`src/rtl/sequence_pkg.sv`:
```
// Shared state encoding and display constants for the run-of-four framing transmitter.
package sequence_pkg;

    // Flag length; the stuff threshold is one less than this.
    localparam int unsigned DEF_FLAG_LEN = 4;

    typedef enum logic [2:0] {
        IDLE  = 3'd0,
        SOF   = 3'd1,
        DATA  = 3'd2,
        STUFF = 3'd3,
        EOF   = 3'd4
    } state_e;

    localparam logic [3:0] LED_IDLE    = 4'b0001;
    localparam logic [3:0] LED_SOF     = 4'b0010;
    localparam logic [3:0] LED_PAYLOAD = 4'b0100;
    localparam logic [3:0] LED_EOF     = 4'b1000;

    // One-hot display code for a state; DATA and STUFF share the payload lamp.
    function automatic logic [3:0] state_led(input state_e s);
        logic [3:0] led;
        unique case (s)
            IDLE:        led = LED_IDLE;
            SOF:         led = LED_SOF;
            DATA, STUFF: led = LED_PAYLOAD;
            EOF:         led = LED_EOF;
            default:     led = LED_IDLE;
        endcase
        return led;
    endfunction

endpackage

```
`src/rtl/stuff_run_tracker.sv`:
```
// Tracks the run length of identical emitted bits and requests a complementary
// stuff bit once the run reaches FLAG_LEN-1. Reusable on the receive side.
module stuff_run_tracker
    import sequence_pkg::*;
#(
    parameter int unsigned FLAG_LEN = DEF_FLAG_LEN
) (
    input  logic i_clk,
    input  logic i_rst_n,
    input  logic i_bit,
    input  logic i_emit,
    input  logic i_clear,
    output logic o_prev_bit,
    output logic o_stuff_req
);

    localparam int unsigned RW      = $clog2(FLAG_LEN);
    localparam logic [RW-1:0] RUN_MAX = RW'(FLAG_LEN - 1);
    localparam logic [RW-1:0] RUN_ONE = RW'(1);

    logic [RW-1:0] r_run_cnt;
    logic          r_prev_bit;
    logic [RW-1:0] w_run_d;
    logic          w_prev_d;

    // Next run length: a clear together with an emit starts a fresh run at that bit.
    always_comb begin
        w_run_d  = r_run_cnt;
        w_prev_d = r_prev_bit;
        if (i_emit) begin
            if (i_clear || (r_run_cnt == '0) || (i_bit != r_prev_bit)) begin
                w_run_d = RUN_ONE;
            end else begin
                w_run_d = r_run_cnt + 1'b1;
            end
            w_prev_d = i_bit;
        end else if (i_clear) begin
            w_run_d  = '0;
            w_prev_d = 1'b0;
        end
    end

    // Run state registers.
    always_ff @(posedge i_clk or negedge i_rst_n) begin
        if (!i_rst_n) begin
            r_run_cnt  <= '0;
            r_prev_bit <= 1'b0;
        end else begin
            r_run_cnt  <= w_run_d;
            r_prev_bit <= w_prev_d;
        end
    end

    assign o_prev_bit  = r_prev_bit;
    assign o_stuff_req = (r_run_cnt == RUN_MAX);

endmodule

```
`src/rtl/sequence_stuff_tx.sv`:
```
// Serial framing transmitter: start flag of ones, bit-stuffed MSB-first payload,
// end flag of zeros. State and w are registered together, so the state always
// describes the bit currently on w.
module sequence_stuff_tx
    import sequence_pkg::*;
#(
    parameter int unsigned DATA_W   = 8,
    parameter int unsigned FLAG_LEN = DEF_FLAG_LEN
) (
    input  logic              Clk,
    input  logic              Reset,
    input  logic [DATA_W-1:0] data_in,
    input  logic              data_valid,
    input  logic              data_last,
    output logic              data_ready,
    output logic              w,
    output logic              w_valid,
    output logic              busy,
    output logic              err,
    output logic [7:4]        LEDR
);

    localparam int unsigned FCW = $clog2(FLAG_LEN + 1);
    localparam int unsigned BCW = $clog2(DATA_W + 1);
    localparam logic [FCW-1:0] FLAG_MAX = FCW'(FLAG_LEN);
    localparam logic [FCW-1:0] FLAG_ONE = FCW'(1);
    localparam logic [BCW-1:0] BIT_MAX  = BCW'(DATA_W);
    localparam logic [BCW-1:0] BIT_ONE  = BCW'(1);

    state_e            r_state;
    logic [FCW-1:0]    r_flag_cnt;
    logic [DATA_W-1:0] r_sh;
    logic [BCW-1:0]    r_bit_cnt;
    logic              r_last;
    logic [DATA_W-1:0] r_hold;
    logic              r_hold_last;
    logic              r_hold_full;
    logic              r_w;
    logic              r_w_valid;
    logic              r_err;

    state_e            w_state_d;
    logic [FCW-1:0]    w_flag_cnt_d;
    logic [DATA_W-1:0] w_sh_d;
    logic [BCW-1:0]    w_bit_cnt_d;
    logic              w_last_d;
    logic              w_w_d;
    logic              w_valid_d;
    logic              w_err_d;
    logic              w_advance;
    logic              w_load;
    logic              w_emit;
    logic              w_emit_bit;
    logic              w_clear;
    logic              w_accept;
    logic              w_prev_bit;
    logic              w_stuff_req;

    // Ready is held low during reset; accept itself needs only the empty flag.
    assign data_ready = Reset && !r_hold_full;
    assign w_accept   = data_valid && !r_hold_full;

    stuff_run_tracker #(
        .FLAG_LEN (FLAG_LEN)
    ) u_tracker (
        .i_clk       (Clk),
        .i_rst_n     (Reset),
        .i_bit       (w_emit_bit),
        .i_emit      (w_emit),
        .i_clear     (w_clear),
        .o_prev_bit  (w_prev_bit),
        .o_stuff_req (w_stuff_req)
    );

    // Next state plus the bit that will sit on w during that state.
    always_comb begin
        w_state_d    = r_state;
        w_flag_cnt_d = r_flag_cnt;
        w_sh_d       = r_sh;
        w_bit_cnt_d  = r_bit_cnt;
        w_last_d     = r_last;
        w_w_d        = 1'b0;
        w_valid_d    = 1'b0;
        w_err_d      = 1'b0;
        w_advance    = 1'b0;
        w_load       = 1'b0;
        w_emit       = 1'b0;
        w_emit_bit   = 1'b0;
        w_clear      = 1'b0;

        unique case (r_state)
            IDLE: begin
                if (r_hold_full) begin
                    w_state_d    = SOF;
                    w_flag_cnt_d = FLAG_ONE;
                    w_w_d        = 1'b1;
                    w_valid_d    = 1'b1;
                end
            end
            SOF: begin
                if (r_flag_cnt != FLAG_MAX) begin
                    w_flag_cnt_d = r_flag_cnt + 1'b1;
                    w_w_d        = 1'b1;
                    w_valid_d    = 1'b1;
                end else begin
                    // Flag ones must not count toward the payload run.
                    w_load  = 1'b1;
                    w_clear = 1'b1;
                end
            end
            DATA: begin
                if (w_stuff_req) begin
                    w_state_d  = STUFF;
                    w_w_d      = !w_prev_bit;
                    w_valid_d  = 1'b1;
                    w_emit     = 1'b1;
                    w_emit_bit = !w_prev_bit;
                end else begin
                    w_advance = 1'b1;
                end
            end
            STUFF: begin
                w_advance = 1'b1;
            end
            EOF: begin
                if (r_flag_cnt != FLAG_MAX) begin
                    w_flag_cnt_d = r_flag_cnt + 1'b1;
                    w_valid_d    = 1'b1;
                end else begin
                    w_state_d = IDLE;
                end
            end
            default: begin
                w_state_d = IDLE;
            end
        endcase

        // Next payload bit, or the word boundary decision.
        if (w_advance) begin
            if (r_bit_cnt != BIT_MAX) begin
                w_state_d   = DATA;
                w_w_d       = r_sh[DATA_W-1];
                w_valid_d   = 1'b1;
                w_sh_d      = {r_sh[DATA_W-2:0], 1'b0};
                w_bit_cnt_d = r_bit_cnt + 1'b1;
                w_emit      = 1'b1;
                w_emit_bit  = r_sh[DATA_W-1];
            end else if (r_last || !r_hold_full) begin
                // Underrun closes the frame early and flags it.
                w_state_d    = EOF;
                w_flag_cnt_d = FLAG_ONE;
                w_valid_d    = 1'b1;
                w_err_d      = !r_last;
            end else begin
                w_load = 1'b1;
            end
        end

        // Move the held word into the shifter and emit its MSB immediately.
        if (w_load) begin
            w_state_d   = DATA;
            w_w_d       = r_hold[DATA_W-1];
            w_valid_d   = 1'b1;
            w_sh_d      = {r_hold[DATA_W-2:0], 1'b0};
            w_bit_cnt_d = BIT_ONE;
            w_last_d    = r_hold_last;
            w_emit      = 1'b1;
            w_emit_bit  = r_hold[DATA_W-1];
        end
    end

    // Frame state, shifter and registered line outputs.
    always_ff @(posedge Clk or negedge Reset) begin
        if (!Reset) begin
            r_state    <= IDLE;
            r_flag_cnt <= '0;
            r_sh       <= '0;
            r_bit_cnt  <= '0;
            r_last     <= 1'b0;
            r_w        <= 1'b0;
            r_w_valid  <= 1'b0;
            r_err      <= 1'b0;
        end else begin
            r_state    <= w_state_d;
            r_flag_cnt <= w_flag_cnt_d;
            r_sh       <= w_sh_d;
            r_bit_cnt  <= w_bit_cnt_d;
            r_last     <= w_last_d;
            r_w        <= w_w_d;
            r_w_valid  <= w_valid_d;
            r_err      <= w_err_d;
        end
    end

    // Single-entry holding register; a drain and an accept may share an edge.
    always_ff @(posedge Clk or negedge Reset) begin
        if (!Reset) begin
            r_hold      <= '0;
            r_hold_last <= 1'b0;
            r_hold_full <= 1'b0;
        end else begin
            if (w_accept) begin
                r_hold      <= data_in;
                r_hold_last <= data_last;
            end
            r_hold_full <= (r_hold_full && !w_load) || w_accept;
        end
    end

    assign w       = r_w;
    assign w_valid = r_w_valid;
    assign err     = r_err;
    assign busy    = (r_state != IDLE);
    assign LEDR    = state_led(r_state);

endmodule

```
`config.mk`:
```
export PLATFORM = sky130hd
export DESIGN_NAME = sequence_stuff_tx
export DESIGN_NICKNAME = d
export VERILOG_FILES = /design/src/rtl/sequence_pkg.sv /design/src/rtl/stuff_run_tracker.sv /design/src/rtl/sequence_stuff_tx.sv
export SDC_FILE = /design/constraint.sdc
export NUM_CORES = 1
export LEC_CHECK = 0
export BUFFER_PORTS_ARGS = -buffer_cell sky130_fd_sc_hd__buf_4
export CAP_MARGIN = 20
export CELL_PAD_IN_SITES_DETAIL_PLACEMENT = 1
export CELL_PAD_IN_SITES_GLOBAL_PLACEMENT = 2
export CORE_MARGIN = 10
export CORE_UTILIZATION = 37
export DETAILED_ROUTE_END_ITERATION = 10
export GPL_TIMING_DRIVEN = 0
export HOLD_SLACK_MARGIN = 0.03
export PLACE_DENSITY = 0.9
export SYNTH_ARGS = -nofsm -noshare
export SYNTH_HDL_FRONTEND = slang
export SYNTH_SLANG_ARGS = --single-unit
```
`constraint.sdc`:
```
create_clock -name Clk -period 2 [get_ports Clk]
set_input_delay 0.2 -clock Clk [delete_from_list [all_inputs] [get_ports Clk]]
set_output_delay 0.2 -clock Clk [all_outputs]
set_load 0.02 [all_outputs]
```
; ---- Word level (Yosys, flattened, before mapping)
; Cells that the tools add are included.
[op_classes]
n_addsub = 3
n_reduce_logical = 21
n_eq_ne = 8
mux = 57
[ops]
columns = op, count
row1 = 2-to-1 mux 3 bit, 12
row2 = 2-to-1 mux 1 bit, 30
row3 = 2-to-1 mux 8 bit, 3
row4 = 2-to-1 mux 4 bit, 3
row5 = case mux 3 bit (4 select lines), 1
row6 = case mux 4 bit (3 select lines), 1
row7 = == test 3 x 2 -> 1 bit (second input constant), 2
row8 = 2-to-1 mux 2 bit, 3
row9 = case mux 1 bit (3 select lines), 2
row10 = case mux 3 bit (2 select lines), 1
row11 = nonzero test 2 bit, 3
row12 = OR reduction 2 bit, 3
row13 = adder 4 x 1 -> 4 bit (second input constant), 1
row14 = logical NOT 1 bit, 4
row15 = logical OR 1 bit, 4
row16 = inequality test 4 bit (second input constant), 1
row17 = adder 3 x 1 -> 3 bit (second input constant), 1
row18 = == test 3 x 1 -> 1 bit (second input constant), 1
row19 = == test 3 bit (second input constant), 1
row20 = logical AND 1 bit, 3
row21 = logical NOT 3 bit, 1
row22 = inequality test 3 bit (second input constant), 1
row23 = nonzero test 3 bit, 1
row24 = adder 2 x 1 -> 2 bit (second input constant), 1
row25 = other kinds (5), 5
[totals]
regBits = 35
out_inout_bits = 9
in_bits = 12
word_cells = 102

; ---- Logic depth before layout (Yosys ltp)
; Gate-level depths: netlist (run 1).
[logic_depth]
word_depth = 11
mapped_depth = 10
mapped_depth_nobuf = 7

; ---- Cells and area by module
; A second synthesis (run 1) with hierarchy kept.
[unflattened]
hier_cells = 170
area_unflattened_um2 = 1829.3
[by_module_without_submodules]
columns = module, n_inst, cells_each, area_per_inst_um2, seq_area_each_um2
row1 = sequence_stuff_tx, 1, 153, 1645.3, 775.7
row2 = stuff_run_tracker, 1, 17, 183.9, 75.1

; ---- Least setup slack after synthesis (run 1)
; No wires, ideal clock.
[synth_path]
path_type = reg-to-reg
start = reg r_state[0]
end = reg r_flag_cnt[0]
path_slack_ns = 0.007
n_path_buf = 1
setup_time_ns = 0.131
path_stages_with_launch = 7
synth_period_minus_slack_ns = 1.993
t_required_ns = 1.869
arrival_time_ns = 1.861
cell_sequence = dfrtp_1 > buf_2 > nor3b_1 > nor2_1 > o21ai_0 > nor2_1 > or3_1
[synth_between]
elab_chain_cells = 6
elab_cells_between_ends = 11
cone_classes = 4 x eq/ne / 5 x mux / 2 x reduce/logical
[synth_rtl]
columns = element, line
row1 = "start, declared", sequence_stuff_tx.sv:30  ; state_e r_state;
row2 = "start signal, assigned", sequence_stuff_tx.sv:184  ; r_state <= w_state_d;
row3 = == test 3 bit or == test 3 x 1 -> 1 bit (tied branches), sequence_stuff_tx.sv:91  ; unique case (r_state)
row4 = OR reduction 2 bit (no source line), n/a
row5 = case mux 3 bit (2 select lines), sequence_stuff_tx.sv:91
row6 = 2-to-1 mux 3 bit, sequence_stuff_tx.sv:148  ; end else if (r_last || !r_hold_full) begin
row7 = 2-to-1 mux 3 bit, sequence_stuff_tx.sv:140  ; if (r_bit_cnt != BIT_MAX) begin
row8 = 2-to-1 mux 3 bit *, sequence_stuff_tx.sv:139  ; if (w_advance) begin
row9 = named net w_flag_cnt_d[0], sequence_stuff_tx.sv:43  ; logic [FCW-1:0] w_flag_cnt_d;
row10 = "end signal, assigned", sequence_stuff_tx.sv:185  ; r_flag_cnt <= w_flag_cnt_d;
row11 = "end, declared", sequence_stuff_tx.sv:31  ; logic [FCW-1:0] r_flag_cnt;
; The timed path passes the listed nets; every way through them passes the cells marked *.
; A chain may end at the register's enable or synchronous reset.

; ---- Final worst setup path (run 1)
[layout_path]
start = reg r_bit_cnt[1]
end = reg u_tracker.r_prev_bit, in the netlist u_tracker.o_prev_bit
[layout_between]
elab_chain_cells = 5
elab_cells_between_ends = 11
cone_classes = 1 x eq/ne / 9 x mux / 1 x reduce/logical
[layout_rtl]
columns = element, line
row1 = "start, declared", sequence_stuff_tx.sv:33  ; logic [BCW-1:0] r_bit_cnt;
row2 = "start signal, assigned", sequence_stuff_tx.sv:187  ; r_bit_cnt <= w_bit_cnt_d;
row3 = inequality test 4 bit *, sequence_stuff_tx.sv:140
row4 = 2-to-1 mux 1 bit, sequence_stuff_tx.sv:140
row5 = 2-to-1 mux 1 bit, sequence_stuff_tx.sv:139
row6 = 2-to-1 mux 1 bit, sequence_stuff_tx.sv:160  ; if (w_load) begin
row7 = 2-to-1 mux 1 bit or nonzero test 2 bit (tied branches), n/a
row8 = "end signal, assigned", stuff_run_tracker.sv:50  ; r_prev_bit <= w_prev_d;
row9 = "end, declared", stuff_run_tracker.sv:22  ; logic r_prev_bit;
; Every way passes the cells marked *; elsewhere a longest branch is shown, timed or not.

==> results of run 1 <==
==> flip-flops by register name, summed over array words and instances, names as in the netlist <==
| signal | cells |
|---|---|
| r_state | 3 |
| err | 1 |
| w | 1 |
| r_hold | 8 |
| u_tracker.o_prev_bit | 1 |
| w_valid | 1 |
| r_hold_full | 1 |
| r_bit_cnt | 4 |
| r_flag_cnt | 3 |
| r_hold_last | 1 |
| r_last | 1 |
| u_tracker.r_run_cnt | 2 |
| r_sh | 7 |
==> per-layer routing <==
metal	GRT usage	share of wire	vias up
li1	-	-	664
met1	0.125	0.42	703
met2	0.193	0.52	24
met3	0.0322	0.047	2
met4	0.0294	0.0043	0
met5	0	0	-
==> power groups by stage <==
stage	logic [mW]	clock network [mW]	registers, mW
floorplan	1.24	0	1.21
global placement	1.62	0	1.23
detailed placement	1.70	0	1.26
CTS	1.73	0.544	1.25
global route	2.08	0.575	1.29
finish	1.86	0.528	1.24
==> layout by cell type, fill, tap and decap left out, drive strengths merged, types with 3 or more instances in the layout <==
master	instances
a21oi	14
and3	3
buf	32
clkbuf	6
dfrtp	34
ha	7
inv	11
mux2	10
mux2i	6
nand2	10
nand2b	3
nand3b	3
nor2	17
nor2b	4
nor3	7
o21ai	5
or2	3
==> worst reg2reg max path, delay by kind of cell, from the launching register on <==
| kind | cells | cell delay, ns |
|---|---|---|
| multiplexers | 1 | 0.26 |
| buffers and inverters | 1 | 0.09 |
| AND/OR/NAND/NOR | 3 | 0.56 |
| flip-flops | 1 | 0.40 |
| adder cells (fa/ha/maj) | 1 | 0.18 |
| AO/OA/AOI/OAI | 1 | 0.38 |
==> cells in the mapped netlist (2+ instances only) <==
library cell | count | area, um2
sky130_fd_sc_hd__nand3b_1 | 3 | 22.5
sky130_fd_sc_hd__a21oi_1 | 13 | 65.1
sky130_fd_sc_hd__inv_1 | 11 | 41.3
sky130_fd_sc_hd__o21ai_0 | 4 | 20.0
sky130_fd_sc_hd__a211oi_1 | 2 | 15.0
sky130_fd_sc_hd__nor4_1 | 2 | 12.5
sky130_fd_sc_hd__o22ai_1 | 2 | 12.5
sky130_fd_sc_hd__or3_1 | 2 | 12.5
sky130_fd_sc_hd__nor2b_1 | 4 | 25.0
sky130_fd_sc_hd__nor2_1 | 17 | 63.8
sky130_fd_sc_hd__buf_2 | 4 | 20.0
sky130_fd_sc_hd__a21o_1 | 2 | 15.0
sky130_fd_sc_hd__nor3_1 | 7 | 35.0
sky130_fd_sc_hd__ha_1 | 7 | 87.6
sky130_fd_sc_hd__nand2b_1 | 3 | 18.8
sky130_fd_sc_hd__mux2_2 | 10 | 113
sky130_fd_sc_hd__nand2_1 | 10 | 37.5
sky130_fd_sc_hd__and3_1 | 2 | 12.5
sky130_fd_sc_hd__or2_2 | 2 | 12.5
sky130_fd_sc_hd__dfrtp_1 | 34 | 851
sky130_fd_sc_hd__mux2i_1 | 6 | 60.1
sky130_fd_sc_hd__a221o_1 | 2 | 20.0
==> through the flow <==
step           utilization  std cells  setup TNS [ns]  area (um2)
3_5_place_dp         0.438        241           -1.45        1960
2_1_floorplan            -        169               0        1750
6_report             0.484        256               0        2160
5_1_grt              0.484        256          -0.351        2160
4_1_cts              0.465        250               0        2080
3_3_place_gp         0.438        241           -1.06        1960
==> worst paths after layout <==
check,from,cells past startpoint,slack [ns],end
worst max-delay path,r_bit_cnt[1],7,0.02,u_tracker.o_prev_bit
worst min-delay path,data_in[0],3,0.13,r_hold[0]
worst max register to register,r_bit_cnt[1],7,0.02,u_tracker.o_prev_bit
worst min register to register,r_last,1,0.44,err
max in group asynchronous,Reset,2,1.27,r_sh[7]
min in group asynchronous,Reset,2,0.40,u_tracker.r_run_cnt[1]
==> layout make-up <==
class / instances / area (um2)
fill: 507 / 2310
multi-input combinational: 118 / 872
sequential: 34 / 851
timing repair buffer: 28 / 213
clock buffer: 6 / 82.6
tap: 52 / 65.1
inverter: 11 / 41.3
buffer: 5 / 26.3
clock inverter: 2 / 12.5
==> cells by family after synthesis <==
| kind of cell | Yosys count | synth area share |
|---|---|---|
| adders and majority gates | 7 | 0.0502 |
| DFF | 34 | 0.487 |
| AOI/OAI and AO/OA | 33 | 0.127 |
| and+or+nand+nor | 62 | 0.195 |
| buffers and inverters | 17 | 0.0416 |
| muxes | 16 | 0.0989 |
==> timing repair <==
action                                  4_1_cts  5_1_grt
endpoints found under the setup margin       12       14
pin swaps                                     0        6
hold buffers                                  1        0
setup buffers                                 0        7
endpoints found under the hold margin        34        0
gates resized for setup                       4        7
==> impl_metrics.prom, run 1 <==
# TYPE chip_impl_metric gauge
chip_impl_info{name="path_cells",value="inv_1 > ha_2 > and3b_2 > nor3_2 > a221o_1 > or2_4 > mux2_2"} 1
chip_impl_metric{name="globalplace.congestion",unit=""} 0.805
chip_impl_metric{name="drive_above_1_share",unit=""} 0.319
chip_impl_metric{name="timing.critical_path.buf_inv",unit=""} 1
chip_impl_metric{name="grt_pass1_vias",unit=""} 1482
chip_impl_metric{name="total_power",unit="mW"} 3.63
chip_impl_metric{name="routed-via-count",unit=""} 1393
chip_impl_metric{name="whs",unit="ns"} 0.128
chip_impl_metric{name="pwr-share-clk",unit=""} 0.145
chip_impl_metric{name="pre_antenna_drt_iters",unit=""} 4
chip_impl_metric{name="power.sequential.fraction",unit=""} 0.342
chip_impl_metric{name="synthesis.area",unit="mm2"} 0.00175
chip_impl_metric{name="yosysSeqAreaShare",unit=""} 0.487
chip_impl_metric{name="routed_wl",unit="mm"} 4.18
chip_impl_metric{name="die_width",unit="um"} 88.7
chip_impl_metric{name="areaGrowthSynthToFinish",unit="%"} 23.9
chip_impl_info{name="critPathKind",value="reg2reg"} 1
chip_impl_metric{name="critPathMaxStageDelay",unit="ns"} 0.40
chip_impl_metric{name="die-height",unit="um"} 88.7
chip_impl_metric{name="fin_nets",unit=""} 222
chip_impl_metric{name="grtUsageTotal",unit=""} 0.109
chip_impl_metric{name="cts-buffers-inserted",unit=""} 5
chip_impl_metric{name="layout_worst_path_cycle_share",unit=""} 0.990
chip_impl_metric{name="finalSetupViolations",unit=""} 0
chip_impl_metric{name="drc",unit=""} 0
chip_impl_metric{name="core-area",unit="mm2"} 0.00447
chip_impl_metric{name="tightestPinTransition",unit="ns"} 0.532
chip_impl_metric{name="min_period",unit="ns"} 1.98
chip_impl_metric{name="iteration_0_drc_markers",unit=""} 55
chip_impl_metric{name="critical_path_peak_fanout",unit=""} 4
chip_impl_metric{name="pin_count",unit=""} 21
chip_impl_info{name="worst_setup_path_start_kind",value="register"} 1
chip_impl_metric{name="clock_sinks",unit=""} 34
chip_impl_info{name="rsz0062_at_grt",value="yes"} 1
chip_impl_metric{name="port-buffer-count",unit=""} 20
chip_impl_metric{name="antennaDiodeCount",unit=""} 0
chip_impl_metric{name="floorplan.initialDensity",unit=""} 0.390
chip_impl_metric{name="synth_cell_types",unit=""} 42
chip_impl_metric{name="synthArstFlopShare",unit=""} 1.00
chip_impl_metric{name="pre_cts_ws",unit="ns"} -0.183
chip_impl_metric{name="timing_max_transition_violations_final",unit=""} 0
chip_impl_metric{name="critPathArrivalTime",unit="ns"} 2.14
chip_impl_metric{name="antenna_found_initial",unit=""} 0
chip_impl_metric{name="timing.final.ws_setup",unit="ns"} 0.0208
chip_impl_metric{name="fp-row-count",unit=""} 24
chip_impl_metric{name="timing.max_cap.violations",unit=""} 0
chip_impl_metric{name="postRouteAntennaNets",unit=""} 0
chip_impl_metric{name="dp_hpwl",unit="mm"} 3.02
chip_impl_info{name="critPathSlowestCell",value="sky130_fd_sc_hd__dfrtp_1"} 1
chip_impl_metric{name="maxClockFrequency",unit="GHz"} 0.505
chip_impl_metric{name="cts-root-to-sink-buffers",unit=""} 2
chip_impl_metric{name="pin_count_of_the_biggest_net_entering_global_routing",unit=""} 36
chip_impl_metric{name="synthesis.area_per_instance",unit="um2"} 10.3
chip_impl_info{name="yosys_most_used_dff",value="sky130_fd_sc_hd__dfrtp_1"} 1
chip_impl_metric{name="netlist_instances",unit=""} 169
chip_impl_metric{name="wl_per_cell",unit="um"} 16.3
chip_impl_metric{name="detail_route.vias_per_cell",unit=""} 5.44
chip_impl_metric{name="number_of_enable_flip_flop_cells_after_synthesis",unit=""} 0
chip_impl_metric{name="sw_frac_of_total",unit=""} 0.405
chip_impl_metric{name="yosysWarnings",unit=""} 0
chip_impl_metric{name="ys_seq_elements",unit=""} 34
chip_impl_metric{name="switchingPower",unit="mW"} 1.47
chip_impl_metric{name="p_int",unit="mW"} 2.16
chip_impl_metric{name="clkTransAtPathRegs",unit="ns"} 0.07
chip_impl_metric{name="ir_worst_vdd",unit="mV"} 0.699
chip_impl_metric{name="slew-limit-headroom",unit=""} 0.645
chip_impl_metric{name="cp.required",unit="ns"} 2.17
chip_impl_metric{name="htree_depth",unit=""} 2
chip_impl_metric{name="grt_overflow_total",unit=""} 0
chip_impl_metric{name="power_leakage",unit="nW"} 1.01
chip_impl_metric{name="power.combinational.fraction",unit=""} 0.512
chip_impl_metric{name="synth_fp_nets",unit=""} 188
chip_impl_info{name="category_of_cells_accounting_for_the_largest_share_of_critical_path_delay",value="simple AND/OR/NAND/NOR gates"} 1
chip_impl_info{name="tritoncts_clock_tree",value="done"} 1
chip_impl_info{name="clock_tree.root_cell",value="sky130_fd_sc_hd__clkbuf_8"} 1
chip_impl_metric{name="finalHoldViolCount",unit=""} 0
chip_impl_metric{name="power.density",unit="mW/mm2"} 1680
chip_impl_metric{name="clk-insertion-delay-late",unit="ns"} 0.28
chip_impl_metric{name="global_route_wire_length_before_repair",unit="mm"} 6.90
chip_impl_info{name="hold_class",value="in2reg"} 1
chip_impl_info{name="run_status",value="completed"} 1
chip_impl_metric{name="die-area",unit="mm2"} 0.00787
chip_impl_info{name="end_kind",value="register"} 1
chip_impl_metric{name="fin_worst_skew",unit="ns"} 0.00752
Note: power is estimated with default switching activity, not from simulation.
==> run 2: changes to the inputs <==
PLACE_DENSITY = 0.88   (was 0.9)
SYNTH_HIERARCHICAL = 1   (was default)
==> impl_metrics.prom, run 2 <==
# TYPE chip_impl_metric gauge
chip_impl_metric{name="wl_per_cell",unit="um"} 16.4
chip_impl_info{name="post-synth-top-area-cell",value="sky130_fd_sc_hd__dfrtp_1"} 1
chip_impl_metric{name="netlist_instances",unit=""} 170
chip_impl_info{name="run_status",value="completed"} 1
chip_impl_metric{name="pre_antenna_drt_iters",unit=""} 4
chip_impl_info{name="path_cells",value="inv_1 > ha_2 > and3b_1 > buf_6 > nor3_4 > a21o_1 > a21o_1 > xnor2_1 > a22o_2"} 1
chip_impl_metric{name="synthesis.area_per_instance",unit="um2"} 10.8
chip_impl_metric{name="die-height",unit="um"} 90.3
chip_impl_metric{name="yosysWarnings",unit=""} 6
chip_impl_info{name="holdPathEnd",value="r_hold[7]"} 1
chip_impl_info{name="top_register",value="r_hold"} 1
chip_impl_metric{name="pin_count",unit=""} 21
chip_impl_info{name="critPathSlowestCell",value="sky130_fd_sc_hd__dfrtp_1"} 1
chip_impl_metric{name="drc",unit=""} 0
chip_impl_info{name="category_of_cells_accounting_for_the_largest_share_of_critical_path_delay",value="compound AO/OA/AOI/OAI gates"} 1
chip_impl_metric{name="cts-root-to-sink-buffers",unit=""} 2
chip_impl_metric{name="min_period",unit="ns"} 1.91
chip_impl_metric{name="pin_count_of_the_biggest_net_entering_global_routing",unit=""} 36
chip_impl_metric{name="postRouteAntennaNets",unit=""} 0
chip_impl_metric{name="utilization",unit=""} 0.479
chip_impl_info{name="hold_class",value="in2reg"} 1
chip_impl_metric{name="clk-insertion-delay-late",unit="ns"} 0.28
chip_impl_metric{name="critPathMaxStageDelay",unit="ns"} 0.40
chip_impl_metric{name="number_of_enable_flip_flop_cells_after_synthesis",unit=""} 0
chip_impl_metric{name="fin_nets",unit=""} 222
chip_impl_info{name="regToRegStartpoint",value="r_bit_cnt[1]"} 1
chip_impl_metric{name="ys_seq_elements",unit=""} 34
chip_impl_info{name="yosys_most_used_dff",value="sky130_fd_sc_hd__dfrtp_1"} 1
chip_impl_metric{name="timing.critical_path.buf_inv",unit=""} 2
chip_impl_metric{name="post_dp_cell_area",unit="mm2"} 0.00206
chip_impl_metric{name="drive_above_1_share",unit=""} 0.361
chip_impl_info{name="synth_common_cells",value="sky130_fd_sc_hd__dfrtp_1 (34), sky130_fd_sc_hd__nor3_1 (14), sky130_fd_sc_hd__o21ai_0 (12), sky130_fd_sc_hd__mux2_2 (9), sky130_fd_sc_hd__nand3_1 (9)"} 1
chip_impl_info{name="regToRegEndpoint",value="u_tracker/r_run_cnt[1]"} 1
chip_impl_metric{name="htree_depth",unit=""} 2
chip_impl_metric{name="filler_cell_count",unit=""} 539
chip_impl_info{name="end_kind",value="register"} 1
chip_impl_metric{name="ir_worst_vdd",unit="mV"} 0.542
chip_impl_metric{name="globalplace.congestion",unit=""} 0.785
chip_impl_metric{name="port-buffer-count",unit=""} 20
chip_impl_metric{name="slew-limit-headroom",unit=""} 0.584
chip_impl_metric{name="fin_setup_tns",unit="ns"} 0
chip_impl_metric{name="yosys.area.top_type_share",unit=""} 0.465
chip_impl_info{name="most_frequently_used_cell_type_in_the_post_synthesis_netlist",value="sky130_fd_sc_hd__dfrtp_1"} 1
chip_impl_info{name="critPathKind",value="reg2reg"} 1
chip_impl_info{name="cpMostUsedCell",value="sky130_fd_sc_hd__a21o_1"} 1
chip_impl_metric{name="critPathArrivalTime",unit="ns"} 2.09
chip_impl_info{name="tritoncts_clock_tree",value="done"} 1
chip_impl_metric{name="fp-row-count",unit=""} 25
chip_impl_metric{name="holdPathStages",unit=""} 2
chip_impl_metric{name="yosysSeqAreaShare",unit=""} 0.465
chip_impl_metric{name="cts-buffers-inserted",unit=""} 5
chip_impl_metric{name="floorplan.initialDensity",unit=""} 0.385
chip_impl_metric{name="r2r_slack",unit="ns"} 0.09
chip_impl_metric{name="routed_wl",unit="mm"} 4.46
chip_impl_info{name="synth_area_leaders",value="sky130_fd_sc_hd__dfrtp_1 (47%), sky130_fd_sc_hd__mux2_2 (5.5%), sky130_fd_sc_hd__ha_1 (4.1%), sky130_fd_sc_hd__nor3_1 (3.8%), sky130_fd_sc_hd__o21ai_0 (3.3%)"} 1
chip_impl_metric{name="clkTransAtPathRegs",unit="ns"} 0.07
chip_impl_info{name="crit_path_start",value="r_bit_cnt[1]"} 1
chip_impl_metric{name="synthArstFlopShare",unit=""} 1.00
chip_impl_metric{name="worst_r2r_path_depth",unit=""} 9
chip_impl_metric{name="timing.final.ws_setup",unit="ns"} 0.0876
chip_impl_info{name="mostFrequentLayoutCell",value="sky130_fd_sc_hd__dfrtp_1"} 1
chip_impl_metric{name="total_power",unit="mW"} 3.43
chip_impl_metric{name="die_width",unit="um"} 90.3
chip_impl_metric{name="pre_cts_ws",unit="ns"} -0.151
chip_impl_metric{name="routed-via-count",unit=""} 1460
chip_impl_metric{name="antennaDiodeCount",unit=""} 0
chip_impl_metric{name="layout.cell_area.non_filler",unit="mm2"} 0.00228
chip_impl_info{name="clock_tree.root_cell",value="sky130_fd_sc_hd__clkbuf_8"} 1
chip_impl_metric{name="grt_overflow_total",unit=""} 0
chip_impl_metric{name="power_leakage",unit="nW"} 1.02
chip_impl_metric{name="finalSetupViolations",unit=""} 0
chip_impl_info{name="worst_setup_path_start_kind",value="register"} 1
chip_impl_metric{name="antenna_found_initial",unit=""} 0
chip_impl_metric{name="layout_worst_path_cycle_share",unit=""} 0.956
chip_impl_metric{name="detail_route.vias_per_cell",unit=""} 5.37
chip_impl_metric{name="clock_sinks",unit=""} 34
chip_impl_metric{name="synth_cell_types",unit=""} 49
chip_impl_metric{name="critical_path_peak_fanout",unit=""} 4
chip_impl_metric{name="grtUsageTotal",unit=""} 0.113
chip_impl_metric{name="timing_max_transition_violations_final",unit=""} 0
chip_impl_metric{name="fin_worst_skew",unit="ns"} 0.00719
chip_impl_metric{name="grt_pass1_vias",unit=""} 1603
chip_impl_metric{name="synth_fp_nets",unit=""} 188
chip_impl_metric{name="power.density",unit="mW/mm2"} 1500
chip_impl_metric{name="areaGrowthSynthToFinish",unit="%"} 24.6
chip_impl_metric{name="timing.max_cap.violations",unit=""} 0
chip_impl_info{name="reg_top3",value="r_hold (8), r_sh (7), r_bit_cnt (4)"} 1
chip_impl_metric{name="global_route_wire_length_before_repair",unit="mm"} 7.71
chip_impl_metric{name="core-area",unit="mm2"} 0.00475
chip_impl_metric{name="maxClockFrequency",unit="GHz"} 0.523
chip_impl_metric{name="tightestPinTransition",unit="ns"} 0.608
chip_impl_metric{name="synthesis.area",unit="mm2"} 0.00183
chip_impl_metric{name="dp_hpwl",unit="mm"} 3.20
chip_impl_info{name="layout_common_cells",value="sky130_fd_sc_hd__dfrtp_1 (33), sky130_fd_sc_hd__buf_4 (26), sky130_fd_sc_hd__nor3_1 (13), sky130_fd_sc_hd__o21ai_0 (11)"} 1
chip_impl_metric{name="finalHoldViolCount",unit=""} 0
chip_impl_metric{name="largest_register_ffs",unit=""} 8
chip_impl_metric{name="die-area",unit="mm2"} 0.00816
chip_impl_metric{name="iteration_0_drc_markers",unit=""} 74
chip_impl_metric{name="cp.required",unit="ns"} 2.18
chip_impl_info{name="hold_path.startpoint",value="data_in[7]"} 1
==> run 2: changes by cell type in the layout (fill, tap and decap cells not counted), sizes merged, moves of 3 or more <==
| cell | change |
|---|---|
| and3 | -3 |
| nand3 | +8 |
| mux2i | -4 |
| nand2 | -3 |
| or2 | -3 |
| nor3 | +7 |
| a21oi | -9 |
| nor2 | -13 |
| a31oi | +6 |
| o21ai | +8 |
==> run 2: kinds of logic (layout without fill, tap and decap cells) <==
kind of cell             after synthesis  in the layout  synth area share
AO/OA/AOI/OAI                         41             41             0.158
XOR/XNOR                               2              2           0.00958
adder cells (fa/ha/maj)                6              6            0.0410
buffers and inverters                 18             53            0.0616
flip-flops                            34             34             0.465
multiplexers                          11             11            0.0663
AND/OR/NAND/NOR                       58             58             0.198
==> run 2: area by class of cell <==
cell class,count,area (um2),area share
Multi-Input combinational cell,118,908,0.399
Clock buffer,8,110,0.0483
Tap cell,67,83.8,0.0368
Sequential cell,34,852,0.374
Buffer,8,75.1,0.0329
Timing Repair Buffer,27,205,0.0901
Inverter,10,43.8,0.0192
==> run 2: worst max path at each step <==
| stage | to | cells past startpoint |
|---|---|---|
| 6_report | u_tracker/r_run_cnt[1] | 9 |
| 5_1_grt | u_tracker/r_run_cnt[1] | 9 |
| 4_1_cts | u_tracker/r_run_cnt[1] | 9 |
| 3_5_place_dp | u_tracker/r_run_cnt[1] | 9 |
| 3_3_place_gp | u_tracker/r_run_cnt[1] | 9 |
| 2_1_floorplan | u_tracker/r_run_cnt[1] | 8 |
==> run 2: power breakdown <==
| group | switching (mW) | internal (mW) | total (mW) |
|---|---|---|---|
| Combinational | 0.872 | 0.764 | 1.64 |
| Sequential | 0.207 | 0.996 | 1.20 |
| Clock | 0.242 | 0.347 | 0.589 |
| Total | 1.32 | 2.11 | 3.43 |
==> run 2: routing by layer <==
metal / GRT usage / vias to the layer above / share of wire
li1: - / 697 / -
met1: 0.134 / 726 / 0.45
met2: 0.191 / 29 / 0.49
met3: 0.0291 / 8 / 0.041
met4: 0.0398 / 0 / 0.014
met5: 0 / - / 0
==> run 2: repair_timing <==
action                                  4_1_cts  5_1_grt
hold endpoints to repair                     34        0
hold buffers                                  1        0
setup buffers                                 1        5
pin swaps                                     0        1
resized for setup                             5        9
cloned                                        0        0
endpoints found under the setup margin        3        4
==> run 2: metrics by stage <==
| step | hold slack [ns] | std cells |
|---|---|---|
| finish | 0.148 | 272 |
| global route | 0.144 | 272 |
| CTS | 0.142 | 267 |
| detailed placement | 0.180 | 257 |
| global placement | 0.178 | 257 |
| floorplan | -0.0956 | 170 |
==> run 3: changes to the inputs <==
CORE_UTILIZATION = 30   (was 37)
PLACE_DENSITY = 0.76   (was 0.88)
==> impl_metrics.prom, run 3 (synthesis results as in run 2) <==
# TYPE chip_impl_metric gauge
chip_impl_metric{name="cells_after_dpl",unit=""} 265
chip_impl_metric{name="port-buffer-count",unit=""} 20
chip_impl_metric{name="power.density",unit="mW/mm2"} 1530
chip_impl_metric{name="htree_depth",unit=""} 2
chip_impl_metric{name="core-area",unit="mm2"} 0.00592
chip_impl_metric{name="globalplace.congestion",unit=""} 0.758
chip_impl_metric{name="fin_nets",unit=""} 221
chip_impl_metric{name="slew-limit-headroom",unit=""} 0.630
chip_impl_metric{name="grtUsageTotal",unit=""} 0.0984
chip_impl_metric{name="ir_worst_vdd",unit="mV"} 0.556
chip_impl_metric{name="cts-buffers-inserted",unit=""} 5
chip_impl_info{name="mostFrequentLayoutCell",value="sky130_fd_sc_hd__dfrtp_1"} 1
chip_impl_metric{name="clkTransAtPathRegs",unit="ns"} 0.07
chip_impl_metric{name="fin_worst_skew",unit="ns"} 0.00689
chip_impl_metric{name="power_leakage",unit="nW"} 1.02
chip_impl_metric{name="postRouteAntennaNets",unit=""} 0
chip_impl_metric{name="finalHoldViolCount",unit=""} 0
chip_impl_metric{name="pin_count",unit=""} 21
chip_impl_metric{name="timing.max_cap.violations",unit=""} 0
chip_impl_info{name="reg_top3",value="r_hold (8), r_sh (7), r_bit_cnt (4)"} 1
chip_impl_metric{name="iteration_0_drc_markers",unit=""} 56
chip_impl_info{name="tritoncts_clock_tree",value="done"} 1
chip_impl_info{name="critPathKind",value="reg2out"} 1
chip_impl_metric{name="routed-via-count",unit=""} 1440
chip_impl_metric{name="drc",unit=""} 0
chip_impl_info{name="path_cells",value="buf_2 > or3b_2 > nand2_1 > nor2_1 > buf_4"} 1
chip_impl_metric{name="pre_cts_ws",unit="ns"} -0.129
chip_impl_metric{name="layout_worst_path_cycle_share",unit=""} 0.952
chip_impl_metric{name="post_dp_cell_area",unit="mm2"} 0.00207
chip_impl_metric{name="final-instance-count-excl-fill",unit=""} 278
chip_impl_metric{name="antennaDiodeCount",unit=""} 0
chip_impl_metric{name="min_period",unit="ns"} 1.90
chip_impl_metric{name="cts-root-to-sink-buffers",unit=""} 2
chip_impl_info{name="end_kind",value="output port"} 1
chip_impl_metric{name="dp_hpwl",unit="mm"} 3.25
chip_impl_metric{name="timing_max_transition_violations_final",unit=""} 0
chip_impl_metric{name="areaGrowthSynthToFinish",unit="%"} 25.4
chip_impl_metric{name="fin_setup_tns",unit="ns"} 0
chip_impl_info{name="worst_setup_path_start_kind",value="register"} 1
chip_impl_info{name="clock_tree.root_cell",value="sky130_fd_sc_hd__clkbuf_8"} 1
chip_impl_metric{name="largest_register_ffs",unit=""} 8
chip_impl_metric{name="drive_above_1_share",unit=""} 0.350
chip_impl_metric{name="r2r_slack",unit="ns"} 0.11
chip_impl_metric{name="timing.critical_path.buf_inv",unit=""} 2
chip_impl_info{name="top_register",value="r_hold"} 1
chip_impl_metric{name="timing.final.ws_setup",unit="ns"} 0.0956
chip_impl_info{name="critPathSlowestCell",value="sky130_fd_sc_hd__or3b_2"} 1
chip_impl_metric{name="routed_wl",unit="mm"} 4.60
chip_impl_metric{name="antenna_found_initial",unit=""} 0
chip_impl_metric{name="critPathArrivalTime",unit="ns"} 1.70
chip_impl_metric{name="die-height",unit="um"} 98.1
chip_impl_metric{name="critical_path_peak_fanout",unit=""} 10
chip_impl_info{name="run_status",value="completed"} 1
chip_impl_metric{name="cp.required",unit="ns"} 1.80
chip_impl_metric{name="critPathMaxStageDelay",unit="ns"} 0.52
chip_impl_metric{name="floorplan.initialDensity",unit=""} 0.309
chip_impl_info{name="category_of_cells_accounting_for_the_largest_share_of_critical_path_delay",value="simple AND/OR/NAND/NOR gates"} 1
chip_impl_metric{name="tightestPinTransition",unit="ns"} 0.550
chip_impl_metric{name="clock_sinks",unit=""} 34
chip_impl_metric{name="finalSetupViolations",unit=""} 0
chip_impl_metric{name="die-area",unit="mm2"} 0.00962
chip_impl_metric{name="detail_route.vias_per_cell",unit=""} 5.18
chip_impl_metric{name="clk-insertion-delay-late",unit="ns"} 0.29
chip_impl_metric{name="layout.cell_area.non_filler",unit="mm2"} 0.00229
chip_impl_metric{name="die_width",unit="um"} 98.1
chip_impl_metric{name="utilization",unit=""} 0.388
chip_impl_metric{name="fp-row-count",unit=""} 28
chip_impl_info{name="hold_class",value="in2reg"} 1
chip_impl_metric{name="pre_antenna_drt_iters",unit=""} 4
chip_impl_metric{name="pin_count_of_the_biggest_net_entering_global_routing",unit=""} 36
chip_impl_metric{name="grt_pass1_vias",unit=""} 1543
chip_impl_info{name="layout_common_cells",value="sky130_fd_sc_hd__dfrtp_1 (33), sky130_fd_sc_hd__buf_4 (25), sky130_fd_sc_hd__nor3_1 (13), sky130_fd_sc_hd__o21ai_0 (11)"} 1
chip_impl_metric{name="global_route_wire_length_before_repair",unit="mm"} 7.91
chip_impl_metric{name="maxClockFrequency",unit="GHz"} 0.525
chip_impl_metric{name="grt_overflow_total",unit=""} 0
chip_impl_metric{name="wl_per_cell",unit="um"} 16.6
chip_impl_info{name="rsz0062_at_grt",value="no"} 1
-- run 3: path summary, 6_finish.rpt --
check | startpoint | endpoint | cells past startpoint
max | r_state[0] | LEDR[4] | 5
min | data_in[5] | r_hold[5] | 2
max reg2reg | r_bit_cnt[1] | u_tracker/r_run_cnt[1] | 9
min reg2reg | r_hold[0] | r_sh[1] | 1
max in group asynchronous | Reset | r_state[1] | 2
min in group asynchronous | Reset | r_state[0] | 2
-- run 3: area by class of cell --
| type | instances | area [um2] |
|---|---|---|
| tap | 75 | 93.8 |
| sequential | 34 | 852 |
| timing repair buffer | 26 | 198 |
| inverter | 10 | 43.8 |
| clock buffer | 6 | 82.6 |
| clock inverter | 1 | 30.0 |
| buffer | 8 | 75.1 |
| multi-input combinational | 118 | 920 |
| fill | 668 | 3630 |
-- run 3: what timing repair did --
action                     in CTS  in global routing
gates resized for setup         4                 11
hold endpoints to repair       34                  0
hold buffers                    1                  0
cloned                          0                  0
pin swaps                       0                  1
setup endpoints to repair       3                  3
buffers inserted                1                  4
-- run 3: layer usage --
metal / vias up / global-route usage / wire (um)
met5: - / 0 / 0
met1: 720 / 0.121 / 2180
met2: 28 / 0.159 / 2160
li1: 685 / - / -
met3: 7 / 0.0296 / 195
met4: 0 / 0.0336 / 63
-- run 3: stage by stage --
stage | hold slack [ns] | power (mW)
after global placement | 0.195 | 2.68
after global routing | 0.140 | 3.81
after CTS | 0.130 | 3.46
final | 0.136 | 3.51
after floorplan | -0.0956 | 2.30
after detailed placement | 0.195 | 2.74
-- run 3: power breakdown --
group	internal [mW]	switching, mW	leakage, nW
Sequential	0.996	0.204	0.401
Combinational	0.777	0.874	0.563
Clock	0.399	0.262	0.0573
Total	2.17	1.34	1.02
